### src/rtl/pipelined_rca_adder_if.sv
// Handshake bundle for pipelined_rca_adder: operand side (in_*) and result side (out_*).
// master = upstream/downstream environment, slave = the adder itself.
interface pipelined_rca_adder_if #(
    parameter int WIDTH = 16
);
    logic             in_valid;
    logic             in_ready;
    logic [WIDTH-1:0] a;
    logic [WIDTH-1:0] b;
    logic             cin;
    logic             out_valid;
    logic             out_ready;
    logic [WIDTH-1:0] sum;
    logic             cout;
    logic             overflow;

    modport master (
        output in_valid, a, b, cin, out_ready,
        input  in_ready, out_valid, sum, cout, overflow
    );

    modport slave (
        input  in_valid, a, b, cin, out_ready,
        output in_ready, out_valid, sum, cout, overflow
    );
endinterface

### src/rtl/pipelined_rca_adder.sv
// Wide adder split into SEG-bit ripple segments, one segment per pipeline stage,
// with the carry registered between stages and a valid/ready handshake on both ends.
module pipelined_rca_adder #(
    parameter int WIDTH = 16,
    parameter int SEG   = 4
) (
    input logic                  clk,
    input logic                  rst_n,
    pipelined_rca_adder_if.slave bus
);
    localparam int STAGES = WIDTH / SEG;
    localparam int LAST   = STAGES - 1;
    localparam int SKEW   = (STAGES > 1) ? STAGES - 1 : 1;

    logic [STAGES-1:0] vld_q, vld_d;
    logic [STAGES-1:0] cy_q, cy_d;
    logic [WIDTH-1:0]  sum_q [STAGES];
    logic [WIDTH-1:0]  sum_d [STAGES];
    logic [WIDTH-1:0]  a_q   [SKEW];
    logic [WIDTH-1:0]  a_d   [SKEW];
    logic [WIDTH-1:0]  b_q   [SKEW];
    logic [WIDTH-1:0]  b_d   [SKEW];
    logic              ovf_q, ovf_d;
    logic              adv;

    logic [WIDTH-1:0]  src_a   [STAGES];
    logic [WIDTH-1:0]  src_b   [STAGES];
    logic [WIDTH-1:0]  src_sum [STAGES];
    logic [STAGES-1:0] src_vld;
    logic [STAGES-1:0] src_cy;
    logic [SEG:0]      seg_res [STAGES];

    // Stage k consumes either the port operands (k = 0) or the registers of stage k-1.
    always_comb begin
        adv        = ~vld_q[LAST] | bus.out_ready;
        src_a[0]   = bus.a;
        src_b[0]   = bus.b;
        src_sum[0] = '0;
        src_cy[0]  = bus.cin;
        src_vld[0] = bus.in_valid;
        for (int k = 1; k < STAGES; k++) begin
            src_a[k]   = a_q[k-1];
            src_b[k]   = b_q[k-1];
            src_sum[k] = sum_q[k-1];
            src_cy[k]  = cy_q[k-1];
            src_vld[k] = vld_q[k-1];
        end
    end

    always_comb begin
        vld_d = vld_q;
        cy_d  = cy_q;
        sum_d = sum_q;
        a_d   = a_q;
        b_d   = b_q;
        ovf_d = ovf_q;
        for (int k = 0; k < STAGES; k++) begin
            seg_res[k] = {1'b0, SEG'(src_a[k] >> (k * SEG))}
                       + {1'b0, SEG'(src_b[k] >> (k * SEG))}
                       + (SEG + 1)'(src_cy[k]);
            if (adv) begin
                vld_d[k] = src_vld[k];
                // Data only moves with a real beat, so the output holds across bubbles.
                if (src_vld[k]) begin
                    sum_d[k] = src_sum[k] | (WIDTH'(seg_res[k][SEG-1:0]) << (k * SEG));
                    cy_d[k]  = seg_res[k][SEG];
                end
            end
        end
        for (int k = 0; k < STAGES - 1; k++) begin
            if (adv && src_vld[k]) begin
                a_d[k] = src_a[k];
                b_d[k] = src_b[k];
            end
        end
        if (adv && src_vld[LAST]) begin
            ovf_d = (src_a[LAST][WIDTH-1] == src_b[LAST][WIDTH-1])
                 && (sum_d[LAST][WIDTH-1] != src_a[LAST][WIDTH-1]);
        end
    end

    always_ff @(posedge clk) begin
        if (!rst_n) begin
            vld_q <= '0;
            cy_q  <= '0;
            ovf_q <= 1'b0;
            for (int k = 0; k < STAGES; k++) sum_q[k] <= '0;
            for (int k = 0; k < SKEW; k++) begin
                a_q[k] <= '0;
                b_q[k] <= '0;
            end
        end else begin
            vld_q <= vld_d;
            cy_q  <= cy_d;
            ovf_q <= ovf_d;
            sum_q <= sum_d;
            a_q   <= a_d;
            b_q   <= b_d;
        end
    end

    assign bus.in_ready  = adv;
    assign bus.out_valid = vld_q[LAST];
    assign bus.sum       = sum_q[LAST];
    assign bus.cout      = cy_q[LAST];
    assign bus.overflow  = ovf_q;
endmodule

### src/flat_wrapper.sv
// flat-port wrapper written by rule: the top's interface ports become plain ports
module pipelined_rca_adder_flat 
#(
    parameter int WIDTH = 16,
    parameter int SEG   = 4
)
  (clk, rst_n, bus_in_valid, bus_a, bus_b, bus_cin, bus_out_ready, bus_in_ready, bus_out_valid, bus_sum, bus_cout, bus_overflow);
  pipelined_rca_adder_if #(.WIDTH(WIDTH)) bus_i ();
  input logic clk;
  input logic rst_n;
  input wire logic [$bits(bus_i.in_valid)-1:0] bus_in_valid;
  input wire logic [$bits(bus_i.a)-1:0] bus_a;
  input wire logic [$bits(bus_i.b)-1:0] bus_b;
  input wire logic [$bits(bus_i.cin)-1:0] bus_cin;
  input wire logic [$bits(bus_i.out_ready)-1:0] bus_out_ready;
  output wire logic [$bits(bus_i.in_ready)-1:0] bus_in_ready;
  output wire logic [$bits(bus_i.out_valid)-1:0] bus_out_valid;
  output wire logic [$bits(bus_i.sum)-1:0] bus_sum;
  output wire logic [$bits(bus_i.cout)-1:0] bus_cout;
  output wire logic [$bits(bus_i.overflow)-1:0] bus_overflow;
  assign bus_i.in_valid = bus_in_valid;
  assign bus_i.a = bus_a;
  assign bus_i.b = bus_b;
  assign bus_i.cin = bus_cin;
  assign bus_i.out_ready = bus_out_ready;
  assign bus_in_ready = bus_i.in_ready;
  assign bus_out_valid = bus_i.out_valid;
  assign bus_sum = bus_i.sum;
  assign bus_cout = bus_i.cout;
  assign bus_overflow = bus_i.overflow;
  pipelined_rca_adder #(.WIDTH(WIDTH), .SEG(SEG)) u_core (.clk(clk), .rst_n(rst_n), .bus(bus_i));
endmodule
### config.mk
export PLATFORM = sky130hd
export DESIGN_NAME = pipelined_rca_adder_flat
export DESIGN_NICKNAME = d
export VERILOG_FILES = /design/src/rtl/pipelined_rca_adder_if.sv /design/src/rtl/pipelined_rca_adder.sv /design/src/flat_wrapper.sv
export SDC_FILE = /design/constraint.sdc
export NUM_CORES = 1
export LEC_CHECK = 0
export ABC_AREA = 1
export BUFFER_PORTS_ARGS = -buffer_cell sky130_fd_sc_hd__buf_2
export CAP_MARGIN = 20
export CORE_MARGIN = 2
export CORE_UTILIZATION = 60
export DETAILED_ROUTE_END_ITERATION = 6
export PLACE_DENSITY_LB_ADDON = 0.15
export SLEW_MARGIN = 40
export SYNTH_ARGS = -nofsm -noshare
export SYNTH_HDL_FRONTEND = slang
export SYNTH_SLANG_ARGS = --single-unit
### constraint.sdc
create_clock -name clk -period 3.95 [get_ports clk]
set_input_delay 0.79 -clock clk [delete_from_list [all_inputs] [get_ports clk]]
set_output_delay 0.79 -clock clk [all_outputs]
set_load 0.03 [all_outputs]
==> results of run 1 <==
## flip-flops by register name (all words and copies together), names as in the netlist
signal	flops
u_core.a_q	24
u_core.b_q	24
u_core.bus.overflow	1
u_core.bus.sum	16
u_core.cy_q	4
u_core.src_sum	24
u_core.vld_q	4
## final cells by class
cell class,count,area (µm²),share of cell area
well taps,77,96.3,0.0220
multi-input cells,330,1760,0.402
clock inverters,6,42.5,0.00970
inverters,33,129,0.0294
flip-flops and latches,97,1940,0.443
repair buffers,57,288,0.0656
clock buffers,10,128,0.0291
## how the worst min path moves through the flow
stage | from | endpoint | slack (ps) | cells past startpoint
finish | u_core.cy_q[3]$_SDFFE_PN0P_ | u_core.cy_q[3]$_SDFFE_PN0P_ | 470 | 2
global route | u_core.b_q[43]$_SDFFE_PN0P_ | u_core.b_q[43]$_SDFFE_PN0P_ | 500 | 2
CTS | u_core.cy_q[3]$_SDFFE_PN0P_ | u_core.cy_q[3]$_SDFFE_PN0P_ | 470 | 2
detailed placement | u_core.cy_q[3]$_SDFFE_PN0P_ | u_core.cy_q[3]$_SDFFE_PN0P_ | 460 | 2
global placement | u_core.cy_q[3]$_SDFFE_PN0P_ | u_core.cy_q[3]$_SDFFE_PN0P_ | 460 | 2
floorplan | u_core.src_sum[35]$_SDFFE_PN0P_ | u_core.src_sum[19]$_SDFFE_PN0P_ | 430 | 2
## critical path, stage by stage
cell     delay (ps)
buf_2           100
inv_2            40
nand2_4         140
buf_2           230
## cells in the mapped netlist, drive strengths merged
master and n:
nand2 26, nor2 141, inv 32, dfxtp 97
o21ai 91, clkbuf 9, fa 8, or2 2
ha 12, buf 15, nand3 8, xnor2 3
a21oi 35, xor2 2, clkinv 1, a221oi 2
## power by group through the flow
stage	logic, mW	registers [mW]	clock network (mW)
6_report	0.221	1.06	0.572
5_1_grt	0.256	1.07	0.617
4_1_cts	0.223	1.06	0.581
3_5_place_dp	0.222	1.09	0
3_3_place_gp	0.215	1.08	0
2_1_floorplan	0.158	1.09	0
## metrics by stage
step | total power, mW | setup WS [ps] | utilization | hold WS, ps | cell area, µm²
2_1_floorplan | 1.25 | 1890 | - | 430 | 3970
3_3_place_gp | 1.30 | 1740 | 0.660 | 457 | 4220
3_5_place_dp | 1.31 | 1700 | 0.660 | 461 | 4220
4_1_cts | 1.87 | 1860 | 0.687 | 475 | 4390
5_1_grt | 1.95 | 1840 | 0.687 | 502 | 4390
6_report | 1.86 | 1860 | 0.687 | 472 | 4390
## metal layers
metal | global-route usage | up-vias
li1 | - | 1656
met1 | 0.278 | 1394
met2 | 0.347 | 60
met3 | 0.0340 | 9
met4 | 0.0779 | 0
met5 | 0 | -
## kinds of logic (layout without fill, tap and decap cells)
logic type / count (synthesis) / after routing / share of synthesized area
flops: 97 / 97 / 0.489
compound gates: 128 / 128 / 0.164
xor+xnor: 5 / 5 / 0.0110
simple gates: 177 / 177 / 0.190
fa+ha+maj: 20 / 20 / 0.0782
buf+inv: 57 / 106 / 0.0671
==> reports/results.ini, run 1 <==
[status]
status = finished clean

[global_route]
grt_pass1_wl_mm = 12.5
grt_antenna_before_repair = 0
grt_pass1_vias = 2974
grt_max_degree = 54
grt_util_all_layers = 0.210
grt_remaining_overflow = 0

[worst_setup_path]
r2r_end = u_core.src_sum[22]$_SDFFE_PN0P_
crit_path_start = bus_out_ready
start_kind = primary input
r2r_slack_ps = 2100
endpoint = bus_in_ready
crit_type = in -> out
cp_max_fo = 7
cp.arrival_ps = 1300
r2r-start = u_core.b_q[36]$_SDFFE_PN0P_
r2r_cells = 6
worst_ep_required_time_ps = 3160
endpoint_kind = output pin

[drt]
num_vias = 3119
highest_layer = met4
dr_wl_met3_um = 253
drt-total-wl_mm = 7.22
drc = 0
drt-initial-drc-count = 120
antenna_left = 0
avgViaCountPerCell = 5.11
met2_length_mm = 3.21
wl_met1_mm = 3.66
drt_pre_antenna_iters = 4
post_drt_wl_per_cell_um = 11.8

[clocking]
ctsRootBufferMaster = clkbuf_8
htree_num_levels = 3
cts_tree = done
postCtsHoldBufs = 0
cts-resized-gates = 0
numCtsBuffers = 9
postCtsSetupBuffers = 0
cts.sinks = 97
cts_buffer_depth = 2
clock_latency_ps = 350
clk_pin_slew_ps = 90

[yosys]
synth.top_cell.area_share = 0.489
ys_seq_area_frac = 0.489
synth_cells = 484
syn_area_um2 = 3970
synth_nets = 541
ys_ff_latch = 97
synth.distinct_cells = 29
ys_warn_count = 0
synth.area.top_cells = dfxtp_1 (49%), nor2_1 (13%), o21ai_0 (11%), a21oi_1 (4.3%), fa_1 (4.0%)
synth_top_cell_by_area = dfxtp_1
avgSynthCellArea_um2 = 8.20

[final_layout]
final_nets = 585
fin_cells = 610
layout-drive-gt1-share = 0.171
fill_cells = 559
n_antenna_cell = 0
layout_common_cells = nor2_1 (141), dfxtp_1 (97), o21ai_0 (88)
area_growth_pct = 10.5
layout_commonest_cell = nor2_1

[sta]
relSlewSlack = 0.639
fmax_mhz = 478
setup_viol = 0
rsz0062_at_grt = false
fin_skew_ps = 10.7
fin_setup_tns_ps = 0
hold_viol = 0
slew_violations = 0
fin_crit_ps = 2090
tightest_slew_ps = 542
period_share = 0.529

[hold_path]
hold_class = reg -> reg

[power_and_ir_drop]
power_frac_clock = 0.308
p_sw_mw = 0.507
power.density_nw_per_um2 = 423
ir_worst_vdd_mv = 0.285
p_leak_nw = 1.93
power_frac_comb = 0.119
power_frac_seq = 0.573
p_int_mw = 1.35
netSwitchingFraction = 0.273

[place]
port-buffer-count = 56
gp_congestion = 0.739
dp.cells = 594
dp_hpwl_mm = 5.18

[floorplanning]
die_y_um = 85.3
design.core.area_um2 = 6390
die-area_um2 = 7280
num_rows = 29
fp.dieW_um = 85.3
start_util = 0.622
ioPinCount = 57

[job]
maxCapViolCount = 0

Note: power is estimated with default switching activity, not from simulation.
==> inputs of run 2 (changes only) <==
- CORE_UTILIZATION: 60 -> 56
- clock period: 3.95 -> 2 ns (I/O delays scaled with it)
==> run 2 against run 1 <==
Net effect:
- die area rose by 6.8%
- clock-buffer cell count is the same
- sequential cell count stayed put
- setup slack worse by 1700 ps
- critical path depth increased by 2
- global-route usage decreased by 0.58 points
==> reports/results.ini, run 2 (synthesis results as in run 1) <==
[place]
dp_worst_setup_slack_ps = 58.0  ; -1640 ps
dp.cells = 617  ; +3.9%
gp_congestion = 0.724  ; -2.0%
dp_hpwl_mm = 5.32  ; +2.8%
detailed_place.area_um2 = 4270  ; +1.3%
port-buffer-count = 56  ; unchanged

[drt]
num_vias = 3102  ; -0.55%
antenna_left = 0  ; unchanged
post_drt_wl_per_cell_um = 11.6  ; -1.7%
drt_pre_antenna_iters = 4  ; unchanged
drt-total-wl_mm = 7.37  ; +2.0%
drc = 0  ; unchanged
avgViaCountPerCell = 4.90  ; -4.2%
drt-initial-drc-count = 103  ; -14%

[final_layout]
final_nets = 589  ; +0.68%
fin_area_um2 = 4480  ; +2.0%
layout_common_cells = nor2_1 (141), dfxtp_1 (97), o21ai_0 (88)
layout-drive-gt1-share = 0.179  ; +0.00804
register_area_um2 = 1940  ; unchanged
area_growth_pct = 12.7
multi_input_area_um2 = 1760  ; unchanged
fill_cells = 626  ; +12%
finish.utilization = 0.655  ; -0.0318
n_antenna_cell = 0  ; unchanged
fin_cells = 633  ; +3.8%
layout_commonest_cell = nor2_1

[hold_path]
hold_class = in -> reg
hp-start = bus_b[14]
holdPathEnd = u_core.b_q[46]$_SDFFE_PN0P_
holdPathStages = 3  ; +1

[clocking]
cts_buffer_depth = 2  ; unchanged
cts_tree = done
numCtsBuffers = 9  ; unchanged
clk_pin_slew_ps = 90  ; about the same
cts-resized-gates = 0  ; unchanged
ctsRootBufferMaster = clkbuf_8
cts.sinks = 97  ; unchanged
postCtsSetupBuffers = 0  ; unchanged
postCtsHoldBufs = 0  ; unchanged
htree_num_levels = 3  ; unchanged
clock_latency_ps = 350  ; about the same

[floorplanning]
die_y_um = 88.2  ; +3.3%
start_util = 0.581  ; -0.0405
ioPinCount = 57  ; unchanged
num_rows = 30  ; +3.4%
fp.dieW_um = 88.2  ; +3.3%
design.core.area_um2 = 6830  ; +7.0%
die-area_um2 = 7780  ; +6.8%

[sta]
fin_skew_ps = 7.47  ; -3.23 ps
period_share = 0.917
hold_slack_ps = 289  ; -184 ps
relSlewSlack = 0.730  ; +0.0910
tightest_slew_ps = 405  ; -137 ps
fin_setup_tns_ps = 0  ; unchanged
layout_setup_ws_ps = 166  ; -1690 ps
hold_viol = 0  ; unchanged
rsz0062_at_grt = false
fmax_mhz = 545
setup_viol = 0  ; unchanged
fin_crit_ps = 1830
slew_violations = 0  ; unchanged

[global_route]
grt_util_all_layers = 0.204  ; -0.00581
grt_max_degree = 50  ; -7.4%
grt_pass1_wl_mm = 12.5  ; -0.17%
grt_pass1_vias = 2827  ; -4.9%
grt_remaining_overflow = 0  ; unchanged
grt_antenna_before_repair = 0  ; unchanged

[job]
maxCapViolCount = 0  ; unchanged

[worst_setup_path]
cp_max_fo = 3  ; -4
slowest_stage = fa_1
crit_type = reg -> reg
r2r_cells = 6  ; unchanged
endpoint_kind = flop
r2r_end = u_core.src_sum[22]$_SDFFE_PN0P_
r2r-start = u_core.b_q[36]$_SDFFE_PN0P_
cpMostUsedCell = fa_1
cp.arrival_ps = 2090  ; +790 ps
worst_ep_required_time_ps = 2250  ; -910 ps
start_kind = flop
critPathMaxStageDelay_ps = 460  ; +230 ps
worstPathCellList = inv_1 > fa_1 > fa_1 > or2_2 > a21oi_1 > nor2_1
r2r_slack_ps = 170  ; -1930 ps

[status]
status = finished clean

[power_and_ir_drop]
ir_worst_vdd_mv = 0.437  ; +53%
p_leak_nw = 1.97  ; +1.7%
power.density_nw_per_um2 = 856  ; +100%
p_total_mw = 3.83  ; +110%

-- run 2: cell count changes in the layout (fill, tap and decap cells not counted), sizes merged --
cell,delta
buf,+4
bufinv,+1
clkinv,+1
inv,-2
-- run 2: worst max path at each step --
stage,start,end,slack (ps),depth (start not counted)
after CTS,u_core.b_q[36]$_SDFFE_PN0P_,u_core.src_sum[22]$_SDFFE_PN0P_,170,6
after detailed placement,bus_cin,u_core.cy_q[0]$_SDFFE_PN0P_,60,8
after floorplan,u_core.b_q[36]$_SDFFE_PN0P_,u_core.src_sum[22]$_SDFFE_PN0P_,250,6
final,u_core.b_q[36]$_SDFFE_PN0P_,u_core.src_sum[22]$_SDFFE_PN0P_,170,6
after global placement,bus_cin,u_core.cy_q[0]$_SDFFE_PN0P_,170,8
after global routing,u_core.cy_q[0]$_SDFFE_PN0P_,u_core.src_sum[22]$_SDFFE_PN0P_,100,6
-- run 2: report_power, final --
| part | switching (mW) | internal (mW) |
|---|---|---|
| registers | 0.0583 | 2.05 |
| logic | 0.272 | 0.171 |
| clock network | 0.668 | 0.614 |
| total | 0.999 | 2.83 |
-- run 2: cell type report --
cell class | instances | area share
multi-input cells | 330 | 0.394
clock buffers | 10 | 0.0308
flip-flops and latches | 97 | 0.434
well taps | 96 | 0.0268
repair buffers | 61 | 0.0710
inverters | 33 | 0.0288
clock inverters | 6 | 0.0151
-- run 2: critical path, delay by kind of cell (launching register included) --
| kind | cells | cell delay, ps |
|---|---|---|
| flip-flops | 1 | 320 |
| AND/OR/NAND/NOR | 2 | 360 |
| adder cells (fa/ha/maj) | 2 | 870 |
| buffers and inverters | 1 | 60 |
| AO/OA/AOI/OAI | 1 | 130 |
-- run 2: layer usage --
| metal | vias to the layer above | track usage | wire (µm) |
|---|---|---|---|
| li1 | 1659 | - | - |
| met3 | 6 | 0.0443 | 286 |
| met4 | 0 | 0.0702 | 73 |
| met2 | 64 | 0.332 | 3260 |
| met5 | - | 0 | 0 |
| met1 | 1373 | 0.271 | 3750 |
